==> config.mk <==
export PLATFORM = sky130hd
export DESIGN_NAME = lsu_flat
export DESIGN_NICKNAME = d
export VERILOG_FILES = /design/src/rtl/lsu_if.sv /design/src/rtl/lsu.sv /design/src/flat_wrapper.sv
export SDC_FILE = /design/constraint.sdc
export NUM_CORES = 1
export LEC_CHECK = 0
export CELL_PAD_IN_SITES_DETAIL_PLACEMENT = 1
export CELL_PAD_IN_SITES_GLOBAL_PLACEMENT = 1
export CORE_ASPECT_RATIO = 0.7
export CORE_UTILIZATION = 33
export DETAILED_ROUTE_END_ITERATION = 16
export PLACE_DENSITY = 0.93
export SKIP_LAST_GASP = 1
export SYNTH_ARGS = -nofsm -noshare
export SYNTH_HDL_FRONTEND = slang
export SYNTH_SLANG_ARGS = --single-unit
==> constraint.sdc <==
create_clock -name clk -period 4.54 [get_ports clk]
set_input_delay 1.135 -clock clk [delete_from_list [all_inputs] [get_ports clk]]
set_output_delay 1.135 -clock clk [all_outputs]
set_load 0.01 [all_outputs]
==> src/rtl/lsu_if.sv <==
// Memory bus between the load/store unit (master) and the data memory (slave).
`timescale 1ns/1ps
interface lsu_if;
    logic        mem_req;
    logic        mem_we;
    logic [31:0] mem_addr;
    logic [3:0]  mem_be;
    logic [31:0] mem_wdata;
    logic        mem_gnt;
    logic        mem_rvalid;
    logic [31:0] mem_rdata;

    modport master (
        output mem_req, mem_we, mem_addr, mem_be, mem_wdata,
        input  mem_gnt, mem_rvalid, mem_rdata
    );

    modport slave (
        input  mem_req, mem_we, mem_addr, mem_be, mem_wdata,
        output mem_gnt, mem_rvalid, mem_rdata
    );
endinterface

==> src/rtl/lsu.sv <==
// Load/store unit: one outstanding access, byte/half/word lanes, misalignment
// detection and a per-phase bus timeout.
`timescale 1ns/1ps
module lsu #(
    parameter int unsigned TIMEOUT = 255
) (
    input  logic        clk,
    input  logic        rst,
    input  logic        req_valid,
    input  logic        load,
    input  logic        store,
    input  logic [2:0]  funct3,
    input  logic [31:0] addr,
    input  logic [31:0] wdata,
    output logic        req_ready,
    output logic        stall,
    lsu_if.master       bus,
    output logic        resp_valid,
    output logic [31:0] resp_mdata,
    output logic        misaligned,
    output logic        bus_err
);
    typedef enum logic [1:0] {S_IDLE, S_REQ, S_WAIT, S_RESP} state_t;
    typedef enum logic [1:0] {SZ_B, SZ_H, SZ_W} size_t;

    localparam int unsigned CW = (TIMEOUT > 1) ? $clog2(TIMEOUT) : 1;
    localparam logic [CW-1:0] CNT_LIMIT = CW'((TIMEOUT == 0) ? 0 : TIMEOUT - 1);

    state_t        state_q, state_d;
    logic [CW-1:0] cnt_q, cnt_d;
    logic          we_q;
    size_t         size_q;
    logic [1:0]    off_q;
    logic [31:2]   addr_q;
    logic [3:0]    be_q;
    logic [31:0]   wdata_q;
    logic [31:0]   mdata_q;
    logic          mis_q, err_q;

    logic          accept, acc_store, acc_mis, timeout_hit, cap_rdata, set_err;
    size_t         acc_size;
    logic [3:0]    acc_be;
    logic [31:0]   acc_wdata, load_lane;

    assign req_ready   = (state_q == S_IDLE) || (state_q == S_RESP);
    assign accept      = req_ready && req_valid && (load || store) && !rst;
    assign acc_store   = store && !load;
    assign timeout_hit = (TIMEOUT != 0) && (cnt_q == CNT_LIMIT);

    // Loads use the full funct3 (unsigned variants share lanes); stores effectively use funct3[1:0].
    always_comb begin
        case (funct3)
            3'd0, 3'd4: acc_size = SZ_B;
            3'd1, 3'd5: acc_size = SZ_H;
            default:    acc_size = SZ_W;
        endcase
    end

    always_comb begin
        acc_mis   = 1'b0;
        acc_be    = 4'hf;
        acc_wdata = wdata;
        case (acc_size)
            SZ_B: begin
                acc_be    = 4'b0001 << addr[1:0];
                acc_wdata = {4{wdata[7:0]}};
            end
            SZ_H: begin
                acc_mis   = addr[0];
                acc_be    = 4'b0011 << {addr[1], 1'b0};
                acc_wdata = {2{wdata[15:0]}};
            end
            default: acc_mis = (addr[1:0] != 2'b00);
        endcase
        if (!acc_store) acc_wdata = '0;
    end

    always_comb begin
        case (size_q)
            SZ_B:    load_lane = (bus.mem_rdata >> {off_q, 3'b000}) & 32'h0000_00ff;
            SZ_H:    load_lane = (bus.mem_rdata >> {off_q[1], 4'b0000}) & 32'h0000_ffff;
            default: load_lane = bus.mem_rdata;
        endcase
    end

    // NOTE: every variable gets a default before the case so no path leaves it unassigned (no latch).
    always_comb begin
        state_d   = state_q;
        cnt_d     = '0;
        cap_rdata = 1'b0;
        set_err   = 1'b0;
        case (state_q)
            S_IDLE, S_RESP: begin
                if (accept) state_d = acc_mis ? S_RESP : S_REQ;
                else        state_d = S_IDLE;
            end
            S_REQ: begin
                if (bus.mem_gnt) begin
                    state_d = we_q ? S_RESP : S_WAIT;
                end else if (timeout_hit) begin
                    state_d = S_RESP;
                    set_err = 1'b1;
                end else begin
                    cnt_d = cnt_q + 1'b1;
                end
            end
            S_WAIT: begin
                if (bus.mem_rvalid) begin
                    state_d   = S_RESP;
                    cap_rdata = 1'b1;
                end else if (timeout_hit) begin
                    state_d = S_RESP;
                    set_err = 1'b1;
                end else begin
                    cnt_d = cnt_q + 1'b1;
                end
            end
            default: state_d = S_IDLE;
        endcase
    end

    // NOTE: sequential state uses non-blocking assignments so every register samples pre-edge values.
    always_ff @(posedge clk) begin
        if (rst) begin
            state_q <= S_IDLE;
            cnt_q   <= '0;
            we_q    <= 1'b0;
            size_q  <= SZ_B;
            off_q   <= '0;
            addr_q  <= '0;
            be_q    <= '0;
            wdata_q <= '0;
            mdata_q <= '0;
            mis_q   <= 1'b0;
            err_q   <= 1'b0;
        end else begin
            state_q <= state_d;
            cnt_q   <= cnt_d;
            if (accept) begin
                we_q    <= acc_store;
                size_q  <= acc_size;
                off_q   <= addr[1:0];
                addr_q  <= addr[31:2];
                be_q    <= acc_be;
                wdata_q <= acc_wdata;
                mdata_q <= '0;
                mis_q   <= acc_mis;
                err_q   <= 1'b0;
            end
            if (cap_rdata) mdata_q <= load_lane;
            if (set_err) begin
                err_q   <= 1'b1;
                mdata_q <= '0;
            end
        end
    end

    // Bus fields only change on accept, which cannot happen while mem_req is high.
    assign bus.mem_req   = (state_q == S_REQ);
    assign bus.mem_we    = we_q;
    assign bus.mem_addr  = {addr_q, 2'b00};
    assign bus.mem_be    = be_q;
    assign bus.mem_wdata = wdata_q;

    assign stall      = (state_q == S_REQ) || (state_q == S_WAIT) || ((state_q == S_IDLE) && accept);
    assign resp_valid = (state_q == S_RESP);
    assign resp_mdata = mdata_q;
    assign misaligned = resp_valid && mis_q;
    assign bus_err    = resp_valid && err_q;
endmodule

==> src/flat_wrapper.sv <==
// flat-port wrapper written by rule: the top's interface ports become plain ports
module lsu_flat 
#(
    parameter int unsigned TIMEOUT = 255
)
  (clk, rst, req_valid, load, store, funct3, addr, wdata, req_ready, stall, resp_valid, resp_mdata, misaligned, bus_err, bus_mem_req, bus_mem_we, bus_mem_addr, bus_mem_be, bus_mem_wdata, bus_mem_gnt, bus_mem_rvalid, bus_mem_rdata);
  lsu_if bus_i ();
  input  logic clk;
  input  logic rst;
  input  logic req_valid;
  input  logic load;
  input  logic store;
  input  logic [2:0] funct3;
  input  logic [31:0] addr;
  input  logic [31:0] wdata;
  output logic req_ready;
  output logic stall;
  output logic resp_valid;
  output logic [31:0] resp_mdata;
  output logic misaligned;
  output logic bus_err;
  output wire logic [$bits(bus_i.mem_req)-1:0] bus_mem_req;
  output wire logic [$bits(bus_i.mem_we)-1:0] bus_mem_we;
  output wire logic [$bits(bus_i.mem_addr)-1:0] bus_mem_addr;
  output wire logic [$bits(bus_i.mem_be)-1:0] bus_mem_be;
  output wire logic [$bits(bus_i.mem_wdata)-1:0] bus_mem_wdata;
  input wire logic [$bits(bus_i.mem_gnt)-1:0] bus_mem_gnt;
  input wire logic [$bits(bus_i.mem_rvalid)-1:0] bus_mem_rvalid;
  input wire logic [$bits(bus_i.mem_rdata)-1:0] bus_mem_rdata;
  assign bus_mem_req = bus_i.mem_req;
  assign bus_mem_we = bus_i.mem_we;
  assign bus_mem_addr = bus_i.mem_addr;
  assign bus_mem_be = bus_i.mem_be;
  assign bus_mem_wdata = bus_i.mem_wdata;
  assign bus_i.mem_gnt = bus_mem_gnt;
  assign bus_i.mem_rvalid = bus_mem_rvalid;
  assign bus_i.mem_rdata = bus_mem_rdata;
  lsu #(.TIMEOUT(TIMEOUT)) u_core (.clk(clk), .rst(rst), .req_valid(req_valid), .load(load), .store(store), .funct3(funct3), .addr(addr), .wdata(wdata), .req_ready(req_ready), .stall(stall), .bus(bus_i), .resp_valid(resp_valid), .resp_mdata(resp_mdata), .misaligned(misaligned), .bus_err(bus_err));
endmodule
* Word-level counts from Yosys, hierarchy flattened
Cells that the tools add are included.
Cells by class: shifts and indexed selects 4, equal/unequal tests 9, divide/modulo/power cells 0, bitwise operators 0, reductions and logical operators 24, magnitude comparators 0, multiplexer cells 27, multiply operators 0, add/subtract/negate cells 1
Operators with widths (count):
- case mux 32 bit (2 select lines) | 2
- 2-to-1 mux 32 bit | 3
- >> shifter 32 x 5 -> 16 bit | 1
- >> shifter 32 x 5 -> 8 bit | 1
- 2-to-1 mux 8 bit | 3
- case mux 8 bit (2 select lines) | 1
- 2-to-1 mux 2 bit | 5
- adder 8 x 1 -> 8 bit, second input constant | 1
- equality test 8 bit, second input constant | 1
- 2-to-1 mux 1 bit | 8
- case mux 4 bit (2 select lines) | 1
- OR reduction 2 bit | 4
- logical AND 1 bit | 7
- equality test 2 x 1 -> 1 bit, second input constant | 3
- equality test 3 bit, second input constant | 2
- logical NOT 2 bit | 3
- case mux 2 bit (3 select lines) | 1
- nonzero test 2 bit | 3
- equality test 2 bit, second input constant | 2
- logical OR 1 bit | 4
- case mux 1 bit (2 select lines) | 2
- case mux 2 bit (2 select lines) | 1
- left shift 1 x 2 -> 4 bit, first input constant | 1
- left shift 2 x 2 -> 4 bit, first input constant | 1
- other kinds (3) | 4
Word-level totals: register bits after elaboration 115, output and inout port bits 107, bits in read-only memories 0, bits in writable memories 0, logic and storage cells 76, input bits 106, bits in latches 0, memories kept 0

* Logic depth before layout (Yosys ltp)
Gate-level depths: netlist (run 1).
word-level depth 8, depth in mapped cells 8, depth with buffers taken out 6

* Worst setup path before layout (run 1)
Ideal clock, no wire load.
path kind input to output, start point input port store, end point output port stall, slack 1.687 ns, arrival 1.718 ns, buffers on the path 0, data required time 3.405 ns, stages 2, cell sequence or2_2 > a31o_2
On the way: longest elaborated chain between the ends 5
Ends and longest elaborated chain:
- start: declaration | RTL line flat_wrapper.sv:12 | input logic store;
- logical OR 1 bit | RTL line lsu.sv:46 | assign accept = req_ready && req_valid && (load || store) && !rst;
- logical AND 1 bit (2 in a row) | RTL line lsu.sv:46
- logical AND 1 bit | RTL line lsu.sv:165 | assign stall = (state_q == S_REQ) || (state_q == S_WAIT) || ((state_q == S_IDLE) && accept);
- logical OR 1 bit | RTL line lsu.sv:165
- end: declaration | RTL line flat_wrapper.sv:17 | output logic stall;
No other way between the ends.

* Final worst setup path (run 1)
Same ends and word-level chain as after synthesis.

==> impl_metrics.json, run 1 <==
{
  "overflow": 0,
  "postCtsSetupBuffers": 0,
  "die_y_um": 106,
  "crit_path_end_kind": "output pin",
  "syn_area_um2": 5130,
  "drt-total-wl_mm": 17.8,
  "clock_skew_ps": 8.61,
  "grt_max_degree": 77,
  "syn_avg_cell_area_um2": 8.83,
  "gp_congestion": 0.771,
  "worst_skew_pair.late_latency_ps": 400,
  "yosys_warnings": 0,
  "yosysUniqueCellTypes": 47,
  "r2r_setup_slack_ps": 2150,
  "hold_depth": 2,
  "p_per_area_nw_per_um2": 376,
  "switching_power_mw": 0.689,
  "required_ps": 3400,
  "insertedDiodeCount": 0,
  "nets": 882,
  "die-area_um2": 16100,
  "status": "complete, no violations",
  "cts_tree": "built",
  "num_vias": 5059,
  "cp.arrival_ps": 2660,
  "place_hpwl_mm": 12.8,
  "internal_power_mw": 2.30,
  "p_clk_share_pct": 51.1,
  "place_ws_ps": 741,
  "numCtsBuffers": 17,
  "syn_inst": 581,
  "crit_start": "store",
  "min_period_ps": 3800,
  "htreeDepth": 4,
  "timing.rr.start": "u_core.size_q[1]",
  "comb_power_share_pct": 13.0,
  "antenna_found_initial": 0,
  "area_delta_synth_final_pct": 55.0,
  "start_util_pct": 34.3,
  "clockRootBuffer": "clkbuf_16",
  "hold_class": "reg -> reg",
  "drc": 0,
  "dr.pass1.iters": 6,
  "die_w_um": 151,
  "ys_seq_elements": 115,
  "yosys-top-cells-count": "dfxtp_1 (115), nand2_1 (94), nor2_1 (67)",
  "synthTopCellsByArea": "dfxtp_1 (45%), a22oi_1 (7.0%), nand2_1 (6.9%)",
  "finalMaxSlewViolations": 0,
  "rows": 37,
  "wl_per_cell_um": 18.2,
  "hold_viol_final": 0,
  "setup_violations": 0,
  "clock_path_buffers": 2,
  "grt_pass1_wl_mm": 27.7,
  "grt_use_total_pct": 22.3,
  "synth_edf_count": 0,
  "ys.flop_type": "dfxtp_1",
  "path_class": "in -> out",
  "synthArstFlopShare_pct": 0,
  "power.share.sequential_pct": 35.9,
  "max-vdd-ir-drop_uv": 244,
  "synth_top_area_share_pct": 44.9,
  "viasPerCell": 5.18,
  "fmax_ghz": 0.263,
  "timing.final.crit_share_pct": 83.6,
  "pin_count": 213,
  "io_buffers": 209,
  "crit_path_start_kind": "primary input",
  "clkSinkCount": 115,
  "cts_resized": 0,
  "crit_fanout": 4,
  "yosysMostFrequentCell": "dfxtp_1",
  "rsz0062_at_grt": "no",
  "r2r_end": "u_core.resp_mdata[17]",
  "tightest_slew_ps": 1120,
  "layout-drive-gt1-share_pct": 9.21,
  "slew_headroom_pct": 25.3,
  "drtIter0Drc": 210,
  "grt_pass1_vias": 5154,
  "core_area_um2": 15000,
  "maxCapViolCount": 0,
  "rr_worst_depth": 4,
  "sw_frac_of_total_pct": 23.1,
  "leakagePower_nw": 2.97,
  "ant_nets": 0,
  "synth_area_leader_cell": "dfxtp_1",
  "fin_setup_tns_ps": 0,
  "setup_slack_ps": 743,
  "ys_seq_area_share_pct": 44.9,
  "fillers": 1686,
  "cts.clk_slew.worst_paths_ps": 50,
  "cp-endpoint": "stall",
  "postCtsHoldBufs": 0
}
power groups by stage:
stage,Sequential [mW],Clock (mW),Combinational (mW)
floorplan,1.10,0,0.162
global placement,1.09,0,0.380
detailed placement,1.09,0,0.387
finish,1.07,1.53,0.388
global route,1.08,1.62,0.420
CTS,1.07,1.56,0.390
metrics by stage:
step / util (%) / instances / power, mW / cell area, µm² / hold WS [ps]
after floorplan: - / 582 / 1.26 / 5130 / 445
after global placement: 48.7 / 945 / 1.47 / 7280 / 444
after detailed placement: 48.7 / 945 / 1.48 / 7280 / 448
after CTS: 53.2 / 977 / 3.02 / 7950 / 456
after global routing: 53.2 / 977 / 3.11 / 7950 / 481
final: 53.2 / 977 / 2.99 / 7950 / 452
per-layer routing:
layer / share of wire (%) / GRT usage, % / vias to the layer above / wire [µm]
met5: 0 / 0 / - / 0
met1: 45 / 28.2 / 2463 / 8010
li1: - / - / 2423 / -
met2: 46 / 36.1 / 155 / 8250
met4: 1.2 / 6.57 / 0 / 221
met3: 7.3 / 7.21 / 18 / 1290
logic make-up after synthesis:
| family | synth area share, % |
|---|---|
| AO/OA/AOI/OAI | 17.6 |
| XOR/XNOR | 1.02 |
| adder cells (fa/ha/maj) | 1.71 |
| buffers and inverters | 5.61 |
| flip-flops | 44.9 |
| multiplexers | 7.44 |
| other | 0.0731 |
| AND/OR/NAND/NOR | 21.7 |
flip-flops by register name (all words and copies together), names as in the netlist:
signal                count
u_core.size_q             2
u_core.addr_q            30
u_core.cnt_q              8
u_core.mis_q              1
u_core.resp_mdata        32
u_core.state_q            2
u_core.err_q              1
u_core.bus.mem_we         1
u_core.off_q              2
u_core.bus.mem_wdata     32
u_core.bus.mem_be         4
layout by cell type (no fill, tap or decap), drive strengths merged, types with 2 or more instances in the layout:
master	instances
a211oi	4
a21oi	29
a22o	12
a22oi	48
a31o	2
a31oi	3
a32oi	7
and2	3
and3	3
and4	2
buf	9
bufinv	6
clkbuf	19
clkdlybuf4s50	208
clkinv	5
clkinvlp	2
conb	2
dfxtp	115
ha	7
inv	8
mux2	17
mux2i	19
nand2	94
nand2b	3
nand3	6
nand3b	34
nor2	68
nor2b	3
nor3	12
o21ai	12
o311ai	7
xor2	5
final cells by class:
class                   count  area [µm²]  share of cell area [%]
well taps                 195         244                    3.07
repair buffers            217        2150                    27.0
clock buffers              19         443                    5.57
clock inverters            13         231                    2.91
multi-input cells         410        2560                    32.1
flip-flops and latches    115        2300                    28.9
inverters                   8        30.0                   0.378
critical path, stage by stage:
cell and delay (ps):
clkdlybuf4s50_1 420, or2_2 360, a31o_2 260, clkdlybuf4s50_1 480
worst min path at each step:
stage                                     start                     to  slack [ps]
after floorplan                    u_core.mis_q           u_core.mis_q         440
after global placement     u_core.resp_mdata[9]   u_core.resp_mdata[9]         440
after detailed placement   u_core.resp_mdata[9]   u_core.resp_mdata[9]         450
after CTS                  u_core.resp_mdata[9]   u_core.resp_mdata[9]         460
after global routing      u_core.resp_mdata[11]  u_core.resp_mdata[11]         480
final                      u_core.resp_mdata[8]   u_core.resp_mdata[8]         450
Note: power is estimated with default switching activity, not from simulation.
==> run 2: changes to the inputs <==
--- a/config.mk
+++ b/config.mk
@@ -8,9 +8,9 @@
 export CELL_PAD_IN_SITES_DETAIL_PLACEMENT = 1
 export CELL_PAD_IN_SITES_GLOBAL_PLACEMENT = 1
 export CORE_ASPECT_RATIO = 0.7
-export CORE_UTILIZATION = 33
+export CORE_UTILIZATION = 31
 export DETAILED_ROUTE_END_ITERATION = 16
-export PLACE_DENSITY = 0.93
+export PLACE_DENSITY = 0.88
 export SKIP_LAST_GASP = 1
 export SYNTH_ARGS = -nofsm -noshare
 export SYNTH_HDL_FRONTEND = slang
==> constraint.sdc (replaced) <==
create_clock -name clk -period 3.7 [get_ports clk]
set_input_delay 0.925 -clock clk [delete_from_list [all_inputs] [get_ports clk]]
set_output_delay 0.925 -clock clk [all_outputs]
set_load 0.01 [all_outputs]
==> impl_metrics.json, run 2 (synthesized netlist as in run 1, its figures left out) <==
{
  "layout_commonest_cell": "clkdlybuf4s50_1",
  "grt_use_total_pct": 20.9,
  "rows": 38,
  "grt_pass1_wl_mm": 27.5,
  "sw_frac_of_total_pct": 24.5,
  "min_period_ps": 3360,
  "path_cells": "clkdlybuf4s50_1 > or2_2 > a31o_2 > clkdlybuf4s50_1",
  "drt-total-wl_mm": 17.8,
  "crit_path_end_kind": "output pin",
  "clkSinkCount": 115,
  "rr_worst_depth": 6,
  "switching_power_mw": 0.824,
  "fin_setup_tns_ps": 0,
  "crit_start": "store",
  "hold_viol_final": 0,
  "cp_common_cell": "clkdlybuf4s50_1",
  "clockRootBuffer": "clkbuf_16",
  "power.share.sequential_pct": 39.1,
  "timing.final.crit_share_pct": 90.9,
  "worst_skew_pair.late_latency_ps": 400,
  "slew_headroom_pct": 14.9,
  "cts.clk_slew.worst_paths_ps": 50,
  "maxCapViolCount": 0,
  "placed_cells": 972,
  "comb_power_share_pct": 14.3,
  "ant_nets": 0,
  "crit_fanout": 4,
  "die-area_um2": 17100,
  "numCtsBuffers": 17,
  "hold_class": "reg -> reg",
  "postCtsSetupBuffers": 0,
  "timing.rr.start": "u_core.state_q[1]",
  "finalPower_mw": 3.36,
  "tightest_slew_ps": 1270,
  "area_delta_synth_final_pct": 53.7,
  "clock_skew_ps": 9.15,
  "worst_hold_slack_ps": 453,
  "cts_resized": 0,
  "overflow": 0,
  "htreeDepth": 4,
  "insertedDiodeCount": 0,
  "layout-drive-gt1-share_pct": 9.20,
  "drtIter0Drc": 273,
  "num_vias": 5058,
  "io_buffers": 209,
  "status": "complete, no violations",
  "postCtsHoldBufs": 0,
  "grt_max_degree": 77,
  "hold_depth": 2,
  "grt_pass1_vias": 5217,
  "p_per_area_nw_per_um2": 426,
  "internal_power_mw": 2.53,
  "start_util_pct": 32.4,
  "drc": 0,
  "crit_path_start_kind": "primary input",
  "cts_tree": "built",
  "core_area_um2": 15800,
  "min-delay-start": "u_core.resp_mdata[14]",
  "path_class": "in -> out",
  "p_clk_share_pct": 46.7,
  "wl_per_cell_um": 17.7,
  "critPathSlowestCell": "clkdlybuf4s50_1",
  "die_w_um": 156,
  "layout_common_cells": "clkdlybuf4s50_1 (208), dfxtp_1 (115), nand2_1 (94)",
  "place_hpwl_mm": 12.8,
  "leakagePower_nw": 2.93,
  "rsz0062_at_grt": "no",
  "die_y_um": 110,
  "nets": 884,
  "cp.arrival_ps": 2440,
  "setup_violations": 0,
  "required_ps": 2770,
  "viasPerCell": 5.04,
  "gp_congestion": 0.761,
  "fmax_ghz": 0.297,
  "dr.pass1.iters": 4,
  "instances_no_fill": 1003,
  "postPlaceCellArea_um2": 7330,
  "final_area_um2": 7890,
  "antenna_found_initial": 0,
  "pin_count": 213,
  "clock_path_buffers": 2,
  "finalMaxSlewViolations": 0,
  "cpPeakStageDelay_ps": 470,
  "max-vdd-ir-drop_uv": 235
}
==> run 2: cell count changes in the layout (fill, tap and decap cells not counted) <==
cell,previous run,this run
clkbuf_1,1,2
bufinv_16,6,2
clkinv_4,3,0
clkinvlp_4,2,3
clkinv_2,2,6
buf_4,8,10
==> run 2: final cells by class <==
class | instances | area (µm²)
Multi-Input combinational cell | 410 | 2560
Inverter | 8 | 30.0
Timing Repair Buffer | 219 | 2160
Sequential cell | 115 | 2300
Tap cell | 220 | 275
Clock inverter | 11 | 113
Clock buffer | 20 | 447
Fill cell | 1797 | 7950
==> run 2: critical path, delay by kind of cell <==
| kind | cells | cell delay (ps) |
|---|---|---|
| buf+inv | 2 | 880 |
| compound gates | 1 | 270 |
| simple gates | 1 | 360 |
==> run 2: power groups by stage <==
stage          clock, mW  combinational [mW]  sequential [mW]
2_1_floorplan          0               0.199             1.35
3_3_place_gp           0               0.470             1.34
3_5_place_dp           0               0.477             1.34
4_1_cts             1.60               0.481             1.31
5_1_grt             1.65               0.517             1.32
6_report            1.57               0.479             1.31
==> run 2: worst paths after layout <==
| check | endpoint | slack [ps] |
|---|---|---|
| setup / recovery | stall | 340 |
| hold reg to reg | u_core.resp_mdata[14] | 450 |
| setup reg to reg | u_core.resp_mdata[25] | 1200 |
| hold / removal | u_core.resp_mdata[14] | 450 |
==> run 2: metrics by stage <==
stage / util (%) / setup slack (ps)
final: 49.8 / 336
after floorplan: - / 1270
after global placement: 46.3 / 359
after CTS: 49.8 / 339
after detailed placement: 46.3 / 349
after global routing: 49.8 / 313
==> run 2: layer usage <==
layer / track usage (%) / wire length, µm
met1: 26.4 / 8250
met3: 5.87 / 1110
met4: 6.51 / 227
met5: 0 / 0
met2: 34.6 / 8200
==> run 3: changes to the inputs <==
==> constraint.sdc (replaced) <==
create_clock -name clk -period 3.72 [get_ports clk]
set_input_delay 0.93 -clock clk [delete_from_list [all_inputs] [get_ports clk]]
set_output_delay 0.93 -clock clk [all_outputs]
set_load 0.01 [all_outputs]
==> impl_metrics.json, run 3 (synthesized netlist as in run 1, its figures left out) <==
{
  "slew_headroom_pct": 19.9,
  "core_area_um2": 15800,
  "die_w_um": 156,
  "fmax_ghz": 0.297,
  "layout-drive-gt1-share_pct": 9.44,
  "tightest_slew_ps": 1200,
  "status": "complete, no violations",
  "start_util_pct": 32.4,
  "cts.clk_slew.worst_paths_ps": 60,
  "area_delta_synth_final_pct": 55.7,
  "hold_viol_final": 0,
  "die-area_um2": 17100,
  "rsz0062_at_grt": "no",
  "htreeDepth": 4,
  "cts_tree": "built",
  "viasPerCell": 4.95,
  "crit_path_end_kind": "output pin",
  "num_vias": 4973,
  "ant_nets": 0,
  "clock_skew_ps": 11.0,
  "drc": 0,
  "pin_count": 213,
  "drt-total-wl_mm": 17.4,
  "grt_pass1_vias": 5131,
  "dr.pass1.iters": 6,
  "antenna_found_initial": 0,
  "maxCapViolCount": 0,
  "insertedDiodeCount": 0,
  "place_hpwl_mm": 12.7,
  "numCtsBuffers": 17,
  "layout_commonest_cell": "clkdlybuf4s50_1",
  "crit_path_start_kind": "primary input",
  "path_class": "in -> out",
  "drtIter0Drc": 251,
  "fillers": 1800,
  "wl_per_cell_um": 17.3,
  "max-vdd-ir-drop_uv": 277,
  "worst_skew_pair.late_latency_ps": 400,
  "placed_cells": 972,
  "crit_fanout": 4,
  "r2r_setup_slack_ps": 1350,
  "gp_congestion": 0.778,
  "ff_latch_area_um2": 2300,
  "timing.final.crit_share_pct": 90.4,
  "setup_violations": 0,
  "hold_class": "reg -> reg",
  "required_ps": 2790,
  "overflow": 0,
  "cp.arrival_ps": 2430,
  "postCtsSetupBuffers": 0,
  "grt_pass1_wl_mm": 27.2,
  "finalMaxSlewViolations": 0,
  "fin_setup_tns_ps": 0,
  "postCtsHoldBufs": 0,
  "clkSinkCount": 115,
  "io_buffers": 209,
  "rows": 38,
  "p_per_area_nw_per_um2": 450,
  "instances_no_fill": 1004,
  "cts_resized": 0,
  "clock_path_buffers": 2,
  "nets": 884,
  "layout_common_cells": "clkdlybuf4s50_1 (208), dfxtp_1 (115), nand2_1 (94)",
  "die_y_um": 110,
  "multi_input_area_um2": 2560,
  "grt_use_total_pct": 20.7,
  "grt_max_degree": 77,
  "leakagePower_nw": 2.98,
  "final_util_pct": 50.4,
  "clockRootBuffer": "clkbuf_16",
  "min_period_ps": 3360
}
## run 3: changes by cell type in the layout (fill, tap and decap cells not counted), sizes merged
cell / delta
clkinvlp: -2
inv: +1
clkinv: -1
bufinv: +3
## run 3: worst paths after layout
check | depth (start not counted) | start | end
max | 4 | store | stall
min | 2 | u_core.resp_mdata[14] | u_core.resp_mdata[14]
max reg2reg | 6 | u_core.state_q[0] | u_core.resp_mdata[21]
min reg2reg | 2 | u_core.resp_mdata[14] | u_core.resp_mdata[14]
## run 3: per-layer routing
layer,share of wire [%],global-route usage [%]
met2,45,32.9
met4,1.4,5.88
met5,0,0
met1,48,27.1
met3,6.2,6.19
## run 3: stage by stage
stage	power, mW	hold slack, ps	area (µm²)	setup slack (ps)
floorplan	1.54	445	5130	1280
global placement	1.80	443	7330	368
detailed placement	1.80	448	7330	364
CTS	3.64	456	7990	355
global route	3.74	476	7990	316
finish	3.60	452	7990	358
## run 3: report_power, final
part | switching, mW | internal [mW] | total, mW
logic | 0.223 | 0.253 | 0.475
registers | 0.0268 | 1.28 | 1.30
clock network | 0.588 | 1.23 | 1.82
## run 3: area by class of cell
type	count	share of cell area, %
Timing Repair Buffer	219	27.1
Tap cell	220	3.45
Clock inverter	12	2.54
Multi-Input combinational cell	410	32.0
Inverter	8	0.376
Clock buffer	20	5.72
Sequential cell	115	28.8
## run 3: critical path, stage by stage
cell and delay (ps):
clkdlybuf4s50_1 420, or2_2 360, a31o_2 260, clkdlybuf4s50_1 470
